## config.mk

```make
export PLATFORM = sky130hd
export DESIGN_NAME = segment_frame_decoder
export DESIGN_NICKNAME = d
export VERILOG_FILES = /design/src/rtl/segment_frame_decoder.sv
export SDC_FILE = /design/constraint.sdc
export NUM_CORES = 1
export LEC_CHECK = 0
export ABC_AREA = 0
export CAP_MARGIN = 20
export CORE_ASPECT_RATIO = 2
export CORE_UTILIZATION = 39
export DETAILED_ROUTE_END_ITERATION = 6
export GPL_TIMING_DRIVEN = 0
export PLACE_DENSITY = 0.67
export SKIP_LAST_GASP = 1
export SLEW_MARGIN = 10
export SYNTH_ARGS = -nofsm -noshare
export SYNTH_HDL_FRONTEND = slang
export SYNTH_SLANG_ARGS = --single-unit
export TNS_END_PERCENT = 10
```

## constraint.sdc

```tcl
create_clock -name clk -period 6.6 [get_ports clk]
set_input_delay 1.32 -clock clk [delete_from_list [all_inputs] [get_ports clk]]
set_output_delay 1.32 -clock clk [all_outputs]
set_load 0.005 [all_outputs]
```

## src/rtl/segment_frame_decoder.sv

```systemverilog
// segment_frame_decoder
// Recovers the intended segment pattern from a fixed number of displayed
// frames. It counts how often each segment bit was ON, then threshold-votes
// every bit in parallel. One decoded word per run is offered on a
// valid/ready result port.
module segment_frame_decoder #(
  parameter int RND_SIZE   = 77,
  parameter int NUM_FRAMES = 16,
  parameter int CNT_W      = $clog2(NUM_FRAMES + 1)
) (
  input  logic                clk,
  input  logic                rst_n,
  input  logic                start,
  input  logic [CNT_W-1:0]    threshold,
  input  logic                frame_valid,
  output logic                frame_ready,
  input  logic [RND_SIZE-1:0] frame,
  output logic                busy,
  output logic [CNT_W-1:0]    frames_seen,
  output logic                result_valid,
  input  logic                result_ready,
  output logic [RND_SIZE-1:0] result
);

  localparam logic [1:0] ST_IDLE   = 2'd0;
  localparam logic [1:0] ST_ACCUM  = 2'd1;
  localparam logic [1:0] ST_DECIDE = 2'd2;
  localparam logic [1:0] ST_DONE   = 2'd3;

  localparam logic [CNT_W-1:0] LAST_FRAME = CNT_W'(NUM_FRAMES);

  logic [1:0]          state_q, state_d;
  logic [CNT_W-1:0]    cnt_q [RND_SIZE];
  logic [CNT_W-1:0]    cnt_d [RND_SIZE];
  logic [CNT_W-1:0]    seen_q, seen_d;
  logic [CNT_W-1:0]    thr_q, thr_d;
  logic [RND_SIZE-1:0] result_q, result_d;
  logic                accept;

  // All status outputs are decoded from registered state only, so no input
  // can reach an output combinationally.
  assign frame_ready  = (state_q == ST_ACCUM);
  assign busy         = (state_q != ST_IDLE);
  assign result_valid = (state_q == ST_DONE);
  assign frames_seen  = seen_q;
  assign result       = result_q;
  assign accept       = frame_ready && frame_valid;

  // Next-state, counter, threshold and result logic for one run.
  always_comb begin
    state_d  = state_q;
    seen_d   = seen_q;
    thr_d    = thr_q;
    result_d = result_q;
    cnt_d    = cnt_q;
    case (state_q)
      ST_IDLE: begin
        if (start) begin
          state_d  = ST_ACCUM;
          seen_d   = '0;
          thr_d    = threshold;
          result_d = '0;
          for (int i = 0; i < RND_SIZE; i++) cnt_d[i] = '0;
        end
      end
      ST_ACCUM: begin
        if (accept) begin
          seen_d = seen_q + CNT_W'(1);
          for (int i = 0; i < RND_SIZE; i++) cnt_d[i] = cnt_q[i] + CNT_W'(frame[i]);
          if (seen_d == LAST_FRAME) state_d = ST_DECIDE;
        end
      end
      ST_DECIDE: begin
        for (int i = 0; i < RND_SIZE; i++) result_d[i] = (cnt_q[i] >= thr_q);
        state_d = ST_DONE;
      end
      ST_DONE: begin
        if (result_ready) state_d = ST_IDLE;
      end
      default: state_d = ST_IDLE;
    endcase
  end

  // State registers; reset clears everything so an aborted run leaves no trace.
  always_ff @(posedge clk or negedge rst_n) begin
    if (!rst_n) begin
      state_q  <= ST_IDLE;
      seen_q   <= '0;
      thr_q    <= '0;
      result_q <= '0;
      for (int i = 0; i < RND_SIZE; i++) cnt_q[i] <= '0;
    end else begin
      state_q  <= state_d;
      seen_q   <= seen_d;
      thr_q    <= thr_d;
      result_q <= result_d;
      for (int i = 0; i < RND_SIZE; i++) cnt_q[i] <= cnt_d[i];
    end
  end

endmodule

```

==> reports/results.txt <==
Slew headroom - 0.345
Hold_buf cts - 0
Hold worst-path end - cnt_q[370]
Crit start category - input port
Synth cell types - 28
Via count - 22500
DRC - 0
Syn nets - 3448
Grt peak-use layer - met2
DR pass1 iterations - 5
Total track usage - 0.226
Met3 global-route usage - 0.0299
Crit path time final - 3760 ps
Synth-to-layout area growth - 16.2%
Worst hold path stage count - 1
RR Endpoint - cnt_q[259]
Post_cts resized - 0
Peak supply drop - 0.205 mV
Post-synth EDFFs - 0
Post-Place Setup Slack - 2290 ps
Mapped cell area - 0.0296 sq mm
Root Driver - clkbuf_16
Die W - 197 um
Maximum number of pins on one net before global-route repair - 97
Worst setup path class - input port to flop
Die area - 0.0770 sq mm
Tot Pwr - 14.1 mW
Clk_skew - 18.5 ps
Final GP Congestion - 0.809
Layout Nets - 3677
Commonest non-fill, non-tap cell in the layout - ha_1
Fin. Hold Viols - 0
HP Start - cnt_q[370]
Worst min path class - flop to flop
CTS tree - done
Number of global-route vias before repair - 23000
Leakage - 17.0 nW
Number of I/O port buffers - 171
Area post-placement - 0.0328 sq mm
Status - completed
Post-DRT Antenna Nets - 0
Number of post-CTS setup repair buffers - 0
WL final - 85.8 mm
Max Slew Vio Count - 0
Row cnt - 142
Fin crit share - 0.570
Met2 Use GR - 0.418
Yosys top cell by area - dfrtp_1
Post-DR wirelength/cell - 21.0 um
Clk slew on worst S/H paths - 60 ps
Synth area leaders - dfrtp_1 40%, ha_1 23%, a22o_1 6.9%
Number of buffers created by CTS - 46
Grt total ovfl - 0
# H-tree levels - 2
Worst EP arrival - 4200 ps
Core Region - 0.0750 sq mm
DP Cell Count - 4005
Crit end category - flop
Ys async rst share - 1.00
R2R Path Start - state_q[1]
Largest fanout on the critical path - 10
Most frequent cells in the layout - 545 x ha_1, 473 x dfrtp_1, 233 x a22o_1
Worst-Margin Slew - 983 ps
Register area share after synthesis - 0.401
Synthesis Warnings - 0
Layout cells sized above 1 - 0.0829
RSZ-0062 raised after global routing - false
Iter 0 DRT Violations - 1140
Die Span Y - 391 um
Maxcap violations - 0
R2R Setup Slk - 3210 ps
Initial core utilization - 0.394
Synth Instances - 2816
GRT met1 Usage - 0.260
Hold WS - 533 ps
Number of synthesized register bits - 474
First-pass GRT wire length - 133 mm
Critical Path RT - 7030 ps
Syn avg cell area - 10.5 sq um
Clock Path Buffers - 3
Synth top area share - 0.401
Vias per std cell - 5.51
Final Worst Setup Slack - 2840 ps
Final setup fails - 0
Diode count - 0
Clk_lat worst skew - 580 ps
Initial antenna violation count - 2
Final instance area - 0.0344 sq mm
Final Non-Filler Cells - 4084
Hpwl dp - 59.2 mm
Most used DFF post-synth - dfrtp_1
Clock Sinks - 474
Cells on worst reg2reg path - 8
Pwr dens - 410 mW/mm^2
Highest clock rate - 266 MHz
Top Ports - 172
layer usage:
layer / vias to the layer above / part of all wire / routed length (um)
met5: - / 0.00030 / 26
met4: 4 / 0.039 / 3340
met3: 169 / 0.042 / 3640
met2: 472 / 0.51 / 44100
met1: 11200 / 0.40 / 34700
li1: 10700 / - / -
report_power, final:
part / switching (mW) / internal (mW)
clock: 1.22 / 1.55
sequential: 0.828 / 3.65
combinational: 4.13 / 2.72
total: 6.18 / 7.91
cells by family after synthesis:
group,count (synthesis),share of synthesized area
AO/OA/AOI/OAI,597,0.140
XOR/XNOR,207,0.0613
adder cells (fa/ha/maj),545,0.231
buffers and inverters,215,0.0310
flip-flops,474,0.401
multiplexers,11,0.00419
AND/OR/NAND/NOR,767,0.131
Yosys cell counts, types with 46 or more instances:
library cell	instances
a31o_2	77
nand2_1	108
a21oi_1	181
o21ai_0	105
clkbuf_1	46
xor2_1	181
buf_2	69
nand3_1	95
dfrtp_1	474
ha_1	545
nand2b_1	80
and2_1	105
nor2_1	210
inv_1	85
nand4_1	104
a22o_1	233
flip-flops by register name, indices dropped and copies added (netlist names):
name and cells:
result 77, frames_seen 5, cnt_q 385, thr_q 5
state_q 2
final cells by class:
cell class / count / area [sq um]
plain buffers: 130 / 597
clock buffers: 63 / 1320
clock inverters: 16 / 190
fillers: 7181 / 40600
inverters: 85 / 337
multi-input cells: 2127 / 16800
flip-flops and latches: 474 / 11900
well taps: 1008 / 1260
repair buffers: 181 / 1990
critical path: stages:
cell             delay [ps]
clkdlybuf4s50_1         500
nand2_1                 330
nor2_1                  460
clkbuf_1                730
clkbuf_1                720
nor2_1                  120
worst max path at each step:
stage	depth (start not counted)	slack [ps]	endpoint	startpoint
global placement	1	-18400	cnt_q[310]	rst_n
CTS	6	2900	cnt_q[259]	start
global route	6	2750	cnt_q[259]	start
finish	6	2840	cnt_q[259]	start
detailed placement	6	2290	cnt_q[259]	start
floorplan	5	3870	result[0]	thr_q[0]
stage by stage:
step	setup TNS [ps]	util
floorplan	0	-
global placement	-8684690	0.434
detailed placement	0	0.438
CTS	0	0.458
global route	0	0.458
finish	0	0.458
(Power assumes the default switching activity.)
